--- config.mk ---
export PLATFORM = sky130hd
export DESIGN_NAME = l1_refill_ctrl
export DESIGN_NICKNAME = d
export VERILOG_FILES = /design/src/rtl/l1_pkg.sv /design/src/rtl/l1_refill_ctrl.sv
export SDC_FILE = /design/constraint.sdc
export NUM_CORES = 1
export LEC_CHECK = 0
export CAP_MARGIN = 25
export CORE_AREA = 2 2 92 94
export DETAILED_ROUTE_END_ITERATION = 10
export DIE_AREA = 0 0 94 96
export DONT_BUFFER_PORTS = 1
export GPL_ROUTABILITY_DRIVEN = 1
export PLACE_DENSITY_LB_ADDON = 0.08
export REMOVE_ABC_BUFFERS = 1
export SETUP_SLACK_MARGIN = 0.2
export SLEW_MARGIN = 20
export SYNTH_ARGS = -nofsm -noshare
export SYNTH_HDL_FRONTEND = slang
export SYNTH_SLANG_ARGS = --single-unit
export TNS_END_PERCENT = 30
--- constraint.sdc ---
create_clock -name clk -period 5.7 [get_ports clk]
set_input_delay 1.14 -clock clk [delete_from_list [all_inputs] [get_ports clk]]
set_output_delay 1.14 -clock clk [all_outputs]
set_load 0.02 [all_outputs]
--- src/rtl/l1_pkg.sv ---
// Shared L1 cache definitions: line geometry, word-offset bit positions and the
// refill controller state encoding. Also used by the L1 data array.
package l1_pkg;

   localparam int LINE_SIZE      = 16;
   localparam int WORD_BYTES     = 4;
   localparam int WORDS_PER_LINE = LINE_SIZE / WORD_BYTES;

   // Byte address layout inside a line: [OFFSET_BITS-1:WORD_LSB] selects the word.
   localparam int WORD_LSB    = $clog2(WORD_BYTES);
   localparam int OFFSET_BITS = $clog2(LINE_SIZE);
   localparam int WORD_MSB    = OFFSET_BITS - 1;

   typedef enum logic [2:0] {
      IDLE,
      WR_REQ,
      RD_REQ,
      RD_WAIT,
      DONE
   } state_t;

endpackage

--- src/rtl/l1_refill_ctrl.sv ---
// Write-through, no-write-allocate L1 refill controller with whole-line read fills.
// Build option: define L1_CRITICAL_WORD_FIRST_EN to start each refill at the missed word.
module l1_refill_ctrl
   import l1_pkg::*;
#(
   parameter int ADDR_WIDTH = 32,
   parameter int DATA_WIDTH = 32,
   parameter int LINE_SIZE  = l1_pkg::LINE_SIZE
) (
   input  logic                  clk,
   input  logic                  rst,
   input  logic                  mem_valid,
   input  logic                  mem_we,
   input  logic [ADDR_WIDTH-1:0] mem_addr,
   input  logic [DATA_WIDTH-1:0] mem_w_data,
   input  logic                  cache_hit,
   output logic                  stall,
   output logic                  fill_en,
   output logic [ADDR_WIDTH-1:0] fill_addr,
   output logic [DATA_WIDTH-1:0] fill_data,
   output logic                  fill_mark_valid,
   output logic                  bus_req_valid,
   input  logic                  bus_req_ready,
   output logic                  bus_req_we,
   output logic [ADDR_WIDTH-1:0] bus_req_addr,
   output logic [DATA_WIDTH-1:0] bus_req_wdata,
   input  logic                  bus_resp_valid,
   input  logic [DATA_WIDTH-1:0] bus_resp_data
);

   localparam int OFF_BITS = $clog2(LINE_SIZE);
   localparam int IDX_BITS = OFF_BITS - WORD_LSB;
   localparam int WORDS    = LINE_SIZE / WORD_BYTES;

   state_t                state_q, state_d;
   logic [ADDR_WIDTH-1:0] addr_q;
   logic [DATA_WIDTH-1:0] data_q;
   logic [IDX_BITS-1:0]   idx_q;
   logic [IDX_BITS-1:0]   beats_q;
   logic [IDX_BITS-1:0]   start_idx;
   logic [ADDR_WIDTH-1:0] rd_addr;
   logic                  last_beat;

`ifdef L1_CRITICAL_WORD_FIRST_EN
   assign start_idx = mem_addr[OFF_BITS-1:WORD_LSB];
`else
   assign start_idx = '0;
`endif

   // idx_q walks the line (and may wrap); beats_q counts fills, so the last
   // fill is known independently of where the refill started.
   assign rd_addr   = {addr_q[ADDR_WIDTH-1:OFF_BITS], idx_q, {WORD_LSB{1'b0}}};
   assign last_beat = (beats_q == IDX_BITS'(WORDS - 1));

   // NOTE: sequential state uses non-blocking assignments so every register
   // samples pre-edge values and simulation matches the synthesized flops.
   always_ff @(posedge clk) begin
      if (rst) state_q <= IDLE;
      else     state_q <= state_d;
   end

   // NOTE: every combinational output gets a default before the case so no
   // path leaves it unassigned, which would infer a latch.
   always_comb begin
      state_d = state_q;
      unique case (state_q)
         IDLE: begin
            if (mem_valid) begin
               if (mem_we)          state_d = WR_REQ;
               else if (!cache_hit) state_d = RD_REQ;
            end
         end
         WR_REQ:  if (bus_req_ready) state_d = DONE;
         RD_REQ:  if (bus_req_ready) state_d = RD_WAIT;
         RD_WAIT: if (bus_resp_valid) state_d = last_beat ? IDLE : RD_REQ;
         DONE:    state_d = IDLE;
         default: state_d = IDLE;
      endcase
   end

   always_ff @(posedge clk) begin
      if (rst) begin
         addr_q  <= '0;
         data_q  <= '0;
         idx_q   <= '0;
         beats_q <= '0;
      end else begin
         unique case (state_q)
            IDLE: begin
               if (mem_valid && mem_we) begin
                  addr_q <= mem_addr;
                  data_q <= mem_w_data;
               end else if (mem_valid && !cache_hit) begin
                  addr_q  <= {mem_addr[ADDR_WIDTH-1:OFF_BITS], {OFF_BITS{1'b0}}};
                  idx_q   <= start_idx;
                  beats_q <= '0;
               end
            end
            RD_WAIT: begin
               if (bus_resp_valid) begin
                  idx_q   <= idx_q + 1'b1;
                  beats_q <= beats_q + 1'b1;
               end
            end
            default: ;
         endcase
      end
   end

   // Outputs are forced low during reset, including the zero-cycle IDLE stall.
   always_comb begin
      stall           = 1'b0;
      fill_en         = 1'b0;
      fill_addr       = '0;
      fill_data       = '0;
      fill_mark_valid = 1'b0;
      bus_req_valid   = 1'b0;
      bus_req_we      = 1'b0;
      bus_req_addr    = '0;
      bus_req_wdata   = '0;
      if (!rst) begin
         unique case (state_q)
            IDLE: stall = mem_valid && (mem_we || !cache_hit);
            WR_REQ: begin
               stall         = 1'b1;
               bus_req_valid = 1'b1;
               bus_req_we    = 1'b1;
               bus_req_addr  = addr_q;
               bus_req_wdata = data_q;
            end
            RD_REQ: begin
               stall         = 1'b1;
               bus_req_valid = 1'b1;
               bus_req_addr  = rd_addr;
            end
            RD_WAIT: begin
               stall = 1'b1;
               if (bus_resp_valid) begin
                  fill_en         = 1'b1;
                  fill_addr       = rd_addr;
                  fill_data       = bus_resp_data;
                  fill_mark_valid = last_beat;
               end
            end
            DONE:    stall = 1'b0;
            default: stall = 1'b0;
         endcase
      end
   end

endmodule

==> flow_summary.ini, run 1 <==
[status]
outcome = completed

[detailed_routing]
avgRoutedWirePerCell_um = 17.9
drc = 0
top_layer = met5
drtIter0Drc = 163
finalWirelength_mm = 9.98
met2_length_mm = 4.60
num_vias = 3285
wirelength_met1_mm = 4.47
vias_per_cell = 5.89
ant_nets = 0
first_pass_iters = 4
dr_wl_met3_um = 868

[grt]
grt_usage = 0.203
grt_max_degree = 72
grt_pass1_wl_mm = 14.5
first_global_vias = 2826
grt_antenna_before_repair = 1
grt.overflow.total = 0

[timing]
setup_violations = 0
max_freq_ghz = 0.270
hold_viol_final = 0
rsz0062_at_grt = no
finalClockSkew_ns = 0.0106
fin_crit_sh = 0.650
fin_tns_setup_ns = 0
slew_headroom = 0.417
final_max_slew_viol_count = 0
finalCriticalPeriod_ns = 3.70
worst_slew_pin_slew_ns = 0.874

[logic_synthesis]
syn-cell-area_um2 = 3760
synth-edff-count = 0
synthCells = 484
synth_compound_area_frac = 0.201
synth_top_family_by_area = simple AND/OR/NAND/NOR gates
synth.yosys.seq_area_share = 0.378
synthArstFlopShare = 0
synth_cell_types = 35
synth.avg_cell_area_um2 = 7.78
synth_area_leaders = dfxtp_1 38%, and2_1 21%, a21oi_1 8.9%, o21ai_0 8.8%, nand3b_1 5.6%
synth_fa_ha_area_frac = 0.00332
synth-simple-area-share = 0.350
synth.area.mux_share = 0.00532
post-synth-top-area-cell = dfxtp_1
synth-xor-area-share = 0
yosysWarnings = 0
yosysTopAreaCellShare = 0.378
ys_seq_elements = 71
yosys_most_used_dff = dfxtp_1

[worst_setup_path]
cpPeakStageDelay_ns = 0.76
crit_family = compound AO/OA/AOI/OAI gates
path_cells = nor2_1 -> o21a_1 -> and2_1
critPathArrivalTime_ns = 2.56
slowest_stage = o21a_1
path_buf_inv = 0
required_ns = 4.56
crit_path_max_fanout = 71
end_kind = primary output
crit_type = in2out
worst_setup_path_start_kind = input pin

[clock_network]
cts_hold_buffers = 0
cts_setup_buffers = 0
cts.sinks = 71
clk_latency_ns = 0.32
cts_tree = yes
cts.clk_slew.worst_paths_ns = 0.07
clockBufferDepth = 2
cts_resized = 0
cts_root_buf = clkbuf_8
numCtsBuffers = 9
cts_max_level = 3

[die]
initial_core_util = 0.468
dieArea_um2 = 9020
coreArea_um2 = 8050
die_h_um = 96
rows = 33
die_x_um = 94
ios = 236

[placed_design]
dp_hpwl_mm = 6.33
numPortBuffers = 0
gp_congestion = 0.929

[min_path]
min_path_type = reg2reg

[power]
pwr_density_cell_nw_per_um2 = 274
ir_worst_vdd_uv = 156
p_leak_nw = 1.40

[final_layout]
fill_cells = 792
n_antenna_cell = 0
postLayoutCoreUtil = 0.493
syn_to_final_growth_pct = 5.35
drive_gt1_frac = 0.0574
final_nets = 553

[run]
maxCapViolCount = 0
==> cell families after synthesis <==
logic type      count (synthesis)
simple gates                  210
compound gates                144
flops                          71
buf+inv                        55
mux                             2
fa+ha+maj                       1
other cells                     1
==> layer usage <==
layer | global-route usage | up-vias
li1 | - | 1580
met1 | 0.272 | 1560
met2 | 0.314 | 139
met3 | 0.0642 | 4
met4 | 0.0616 | 2
met5 | 0 | -
==> registers in the layout, summed over array words and instances (netlist names) <==
name	flops
addr_q	32
beats_q	2
data_q	32
idx_q	2
state_q	3
==> worst reg2reg max path, delay by kind of cell (launching register included) <==
family	cells	cell delay, ns
and+or+nand+nor	1	0.74
DFF	1	0.44
buffers and inverters	1	0.35
AOI/OAI and AO/OA	2	0.50
==> final cells by class <==
type,instances,area [um2],share of cell area
clock inverters,4,70.1,0.0177
clock buffers,11,141,0.0356
inverters,2,7.51,0.00189
well taps,105,131,0.0331
multi-input cells,359,2140,0.539
repair buffers,6,57.6,0.0145
flip-flops and latches,71,1420,0.358
==> synthesized netlist by cell type (2+ instances only) <==
master,count
o21ai_0,66
o21a_1,2
a22oi_1,2
inv_1,2
nand4_1,3
buf_2,9
a21oi_1,67
or2_2,2
dfxtp_1,71
o211ai_1,2
buf_4,2
nand2_1,2
nor3_1,2
nor2_1,2
nand3_1,33
nand3b_1,28
mux2i_1,2
a32o_1,2
nor2b_1,3
and2_1,127
clkbuf_1,41
==> placed cells by master (no fill, tap or decap), drive strengths merged, types with 2 or more instances in the layout <==
cell	count
nand3b	28
nor2b	3
nand4	3
nor3	2
a22oi	2
clkbuf	11
dfxtp	71
nand3	33
o211ai	2
bufinv	2
nand2	2
and2	127
a21oi	67
a32o	2
mux2i	2
conb	2
o21ai	66
inv	2
nor2	2
o21a	2
clkinv	2
or2	3
buf	6
nor4b	2
==> where the power goes <==
group	switching, mW	leakage, nW	internal, mW
Clock	0.179	0.109	0.255
Sequential	0.0164	0.579	0.523
Combinational	0.0767	0.715	0.0379
Total	0.272	1.40	0.816
==> final timing paths <==
check | from | slack, ns | to | depth (start not counted)
min reg2reg | addr_q[0]$_SDFFE_PP0P_ | 0.46 | addr_q[0]$_SDFFE_PP0P_ | 2
max reg2reg | state_q[1]$_SDFFE_PP0P_ | 3.58 | idx_q[1]$_SDFFE_PP0P_ | 4
max | rst | 2.00 | bus_req_addr[18] | 3
min | addr_q[0]$_SDFFE_PP0P_ | 0.46 | addr_q[0]$_SDFFE_PP0P_ | 2
==> metrics by stage <==
step | setup WS [ns] | instances | power, mW | cell area (um2) | hold slack, ns
floorplan | -0.812 | 432 | 0.632 | 3540 | 0.439
global placement | 2.08 | 542 | 0.662 | 3730 | 0.451
detailed placement | 2.02 | 542 | 0.666 | 3730 | 0.455
CTS | 2.02 | 557 | 1.10 | 3950 | 0.466
global route | 1.87 | 558 | 1.14 | 3970 | 0.483
finish | 2.00 | 558 | 1.09 | 3970 | 0.462
No activity file was read; power rests on OpenSTA's default activity.
==> run 2, diff against run 1 <==
==> constraint.sdc (replaced) <==
create_clock -name clk -period 3 [get_ports clk]
set_input_delay 0.6 -clock clk [delete_from_list [all_inputs] [get_ports clk]]
set_output_delay 0.6 -clock clk [all_outputs]
set_load 0.02 [all_outputs]
==> flow_summary.ini, run 2 (same netlist as run 1, synthesis figures left out) <==
[worst_setup_path]
rr_startpoint = state_q[1]$_SDFFE_PP0P_
rrSetupSlack_ns = 0.88
end_kind = primary output
startpoint = state_q[2]$_SDFFE_PP0P_
critPathArrivalTime_ns = 2.02
endpoint = fill_data[13]
required_ns = 2.40
crit_type = reg2out
reg2reg_to = idx_q[1]$_SDFFE_PP0P_
rr_worst_depth = 4
crit_path_max_fanout = 64
worst_setup_path_start_kind = register

[timing]
finalCriticalPeriod_ns = 2.62
fin_crit_sh = 0.873
final_max_slew_viol_count = 0
fin_tns_setup_ns = 0
hold_viol_final = 0
setup_ws_ns = 0.382
worst_slew_pin_slew_ns = 0.832
rsz0062_at_grt = no
max_freq_ghz = 0.382
finalClockSkew_ns = 0.0130
setup_violations = 0
slew_headroom = 0.445

[die]
die_x_um = 94
dieArea_um2 = 9020
die_h_um = 96
coreArea_um2 = 8050
ios = 236
initial_core_util = 0.468
rows = 33

[grt]
grt_usage = 0.201
first_global_vias = 2701
grt_antenna_before_repair = 1
grt_pass1_wl_mm = 14.3
grt.overflow.total = 0
grt_max_degree = 72

[final_layout]
final_cells = 560
reg_top3 = addr_q: 32 flops, data_q: 32 flops, state_q: 3 flops
fill_cells = 810
syn_to_final_growth_pct = 6.02
n_antenna_cell = 0
final_nets = 555
drive_gt1_frac = 0.0637
layout_common_cells = 127 x and2_1, 71 x dfxtp_1, 67 x a21oi_1, 66 x o21ai_0, 33 x nand3_1
final_common_cell = and2_1

[min_path]
worstHoldPathCells = 1
min_path_type = in2reg

[clock_network]
numCtsBuffers = 9
cts.clk_slew.worst_paths_ns = 0.08
cts_root_buf = clkbuf_8
cts_hold_buffers = 0
clockBufferDepth = 2
cts_resized = 0
cts_max_level = 3
cts_setup_buffers = 0
clk_latency_ns = 0.34
cts_tree = yes
cts.sinks = 71

[detailed_routing]
ant_nets = 0
avgRoutedWirePerCell_um = 17.7
vias_per_cell = 5.81
first_pass_iters = 5
drtIter0Drc = 193
drc = 0
finalWirelength_mm = 9.91
num_vias = 3256

[placed_design]
pre_cts_slack_ns = 0.588
gp_congestion = 0.914
dp_hpwl_mm = 6.40
placedCellCount = 545
numPortBuffers = 0

[power]
ir_worst_vdd_uv = 315
pwr_density_cell_nw_per_um2 = 537
p_leak_nw = 1.41

[run]
maxCapViolCount = 0

[status]
outcome = completed
[run 2: cell type report]
cell class | instances | area, um2 | area share
multi-input combinational | 359 | 2140 | 0.535
sequential | 71 | 1420 | 0.356
tap | 105 | 131 | 0.0329
clock buffer | 9 | 124 | 0.0310
clock inverter | 6 | 110 | 0.0276
timing repair buffer | 8 | 60.1 | 0.0150
inverter | 2 | 7.51 | 0.00188
[run 2: how the worst min path moves through the flow]
stage | end | startpoint
3_5_place_dp | data_q[8]$_SDFFE_PP0P_ | data_q[8]$_SDFFE_PP0P_
6_report | data_q[11]$_SDFFE_PP0P_ | rst
3_3_place_gp | addr_q[1]$_SDFFE_PP0P_ | addr_q[1]$_SDFFE_PP0P_
5_1_grt | data_q[0]$_SDFFE_PP0P_ | rst
2_1_floorplan | addr_q[0]$_SDFFE_PP0P_ | addr_q[0]$_SDFFE_PP0P_
4_1_cts | data_q[11]$_SDFFE_PP0P_ | rst
[run 2: worst max-delay path, stage by stage (launching register included)]
cell and delay, ns:
dfxtp_1 0.42, nor2_1 0.32, and4_1 0.23, buf_4 0.35
and2_1 0.35
[run 2: routing by layer]
metal  wire (um)  track usage
met5          13            0
met2        4490        0.289
met4         112       0.0652
met3        1010       0.0713
met1        4280        0.279
[run 2: power breakdown]
group	leakage, nW	internal [mW]	switching, mW
Sequential	0.579	0.995	0.0312
Clock	0.111	0.546	0.356
Combinational	0.723	0.0717	0.144
Total	1.41	1.61	0.532
[run 2: through the flow]
| step | total power [mW] | hold slack (ns) | util | instance area, um2 |
|---|---|---|---|---|
| after floorplan | 1.20 | 0.439 | - | 3540 |
| after global placement | 1.26 | 0.450 | 0.467 | 3760 |
| after detailed placement | 1.27 | 0.456 | 0.467 | 3760 |
| after CTS | 2.17 | 0.304 | 0.496 | 3990 |
| after global routing | 2.25 | 0.305 | 0.496 | 3990 |
| final | 2.14 | 0.320 | 0.496 | 3990 |
==> run 3, diff against run 2 <==
--- a/config.mk
+++ b/config.mk
@@ -11,7 +11,7 @@
 export DIE_AREA = 0 0 94 96
 export DONT_BUFFER_PORTS = 1
 export GPL_ROUTABILITY_DRIVEN = 1
-export PLACE_DENSITY_LB_ADDON = 0.08
+export PLACE_DENSITY = 0.66
 export REMOVE_ABC_BUFFERS = 1
 export SETUP_SLACK_MARGIN = 0.2
 export SLEW_MARGIN = 20
==> flow_summary.ini, run 3 (same netlist as run 1, synthesis figures left out) <==
[power]
ir_worst_vdd_uv = 341
intPower_mw = 1.73
power_mw = 2.26
p_sw_frac = 0.237
combPwrFrac = 0.096
p_leak_nw = 1.43
power_frac_seq = 0.454
pwr_density_cell_nw_per_um2 = 561
p_switching_mw = 0.537
pwr-share-clk = 0.450

[final_layout]
reg_top3 = addr_q: 32 flops, data_q: 32 flops, state_q: 3 flops
syn_to_final_growth_pct = 7.24
final_cells = 561
layout_common_cells = 127 x and2_1, 71 x dfxtp_1, 67 x a21oi_1, 66 x o21ai_0, 33 x nand3_1
final_common_cell = and2_1
final_nets = 554
drive_gt1_frac = 0.0637

[detailed_routing]
first_pass_iters = 4
drc = 0
finalWirelength_mm = 10.8
vias_per_cell = 5.83
ant_nets = 0
num_vias = 3268
drtIter0Drc = 161
avgRoutedWirePerCell_um = 19.3

[worst_setup_path]
required_ns = 2.40
crit_path_max_fanout = 29
endpoint = bus_req_addr[26]
rr_worst_depth = 4
crit_type = reg2out
reg2reg_to = idx_q[1]$_SDFFE_PP0P_
critPathArrivalTime_ns = 2.05
worst_setup_path_start_kind = register
cpPeakStageDelay_ns = 0.61
startpoint = state_q[1]$_SDFFE_PP0P_
path_cells = nor2b_1 -> o21a_1 -> buf_4 -> and2_1
end_kind = primary output
rr_startpoint = state_q[1]$_SDFFE_PP0P_
rrSetupSlack_ns = 0.87
slowest_stage = dfxtp_1

[timing]
rsz0062_at_grt = yes
hold_viol_final = 0
setup_violations = 0
worst_slew_pin_slew_ns = 0.832
final_max_slew_viol_count = 0
setup_ws_ns = 0.351
finalClockSkew_ns = 0.00981
max_freq_ghz = 0.378
slew_headroom = 0.445
finalCriticalPeriod_ns = 2.65
fin_crit_sh = 0.883

[grt]
first_global_vias = 2989
grt.overflow.total = 0
grt_pass1_wl_mm = 15.3
grt_max_degree = 72
grt_usage = 0.220
grt_antenna_before_repair = 1

[die]
ios = 236
die_x_um = 94
die_h_um = 96
rows = 33
coreArea_um2 = 8050
dieArea_um2 = 9020
initial_core_util = 0.468

[status]
outcome = completed

[placed_design]
pre_cts_slack_ns = 0.499
dp_hpwl_mm = 7.28
gp_congestion = 0.764
placedCellCount = 544
numPortBuffers = 0

[clock_network]
cts_setup_buffers = 0
cts_tree = yes
cts_hold_buffers = 0
numCtsBuffers = 9
cts.sinks = 71
clockBufferDepth = 2
cts_max_level = 3
cts.clk_slew.worst_paths_ns = 0.08
clk_latency_ns = 0.34
cts_root_buf = clkbuf_8

[min_path]
min_path_type = in2reg

[run]
maxCapViolCount = 0
[run 3: changes by cell type in the layout (fill, tap and decap cells not counted), sizes merged]
cell | previous run | this run
diode | 0 | 1
clkinvlp | 2 | 0
bufinv | 3 | 4
buf | 8 | 7
clkbuf | 9 | 11
[run 3: repair_timing]
item                                    4_1_cts  5_1_grt
endpoints found under the hold margin         0        0
gates resized for setup                       0        1
endpoints found under the setup margin        0       53
[run 3: worst min-delay path by stage]
stage                            start  cells past startpoint                       to  slack (ns)
3_3_place_gp   data_q[29]$_SDFFE_PP0P_                      2  data_q[29]$_SDFFE_PP0P_        0.45
2_1_floorplan   addr_q[0]$_SDFFE_PP0P_                      2   addr_q[0]$_SDFFE_PP0P_        0.44
5_1_grt                            rst                      1  data_q[16]$_SDFFE_PP0P_        0.30
6_report                           rst                      1  data_q[16]$_SDFFE_PP0P_        0.32
4_1_cts                            rst                      1  data_q[16]$_SDFFE_PP0P_        0.30
3_5_place_dp    data_q[3]$_SDFFE_PP0P_                      2   data_q[3]$_SDFFE_PP0P_        0.46
[run 3: metal layers]
| layer | part of all wire | global-route usage | up-vias | wire (um) |
|---|---|---|---|---|
| met3 | 0.095 | 0.0814 | 15 | 1030 |
| met5 | 0 | 0 | - | 0 |
| met2 | 0.50 | 0.380 | 164 | 5400 |
| met1 | 0.39 | 0.245 | 1511 | 4170 |
| li1 | - | - | 1578 | - |
| met4 | 0.019 | 0.0942 | 0 | 208 |
[run 3: cell type report]
type | instances | area (um2)
fill | 774 | 4010
multi-input combinational | 359 | 2140
sequential | 71 | 1420
clock buffer | 11 | 141
tap | 105 | 131
clock inverter | 5 | 129
timing repair buffer | 7 | 65.1
inverter | 2 | 7.51
antenna | 1 | 2.50
[run 3: power by group through the flow]
stage	logic [mW]	registers, mW	clock network [mW]
after floorplan	0.165	1.04	0
after global placement	0.212	1.05	0
after detailed placement	0.219	1.05	0
after CTS	0.219	1.03	1.04
after global routing	0.245	1.04	1.08
final	0.218	1.03	1.02
[run 3: critical path: cells and delay by family (launching register included)]
| family | cells | cell delay, ns |
|---|---|---|
| AO/OA/AOI/OAI | 1 | 0.16 |
| buffers and inverters | 1 | 0.30 |
| AND/OR/NAND/NOR | 2 | 0.62 |
| flip-flops | 1 | 0.61 |
[run 3: per-stage QoR]
step,cell area [um2],hold slack [ns],utilization,setup TNS [ns]
floorplan,3540,0.439,-,-187.40
global placement,3760,0.450,0.467,0
detailed placement,3760,0.456,0.467,0
CTS,4030,0.304,0.501,0
global route,4040,0.295,0.501,0
finish,4040,0.321,0.501,0
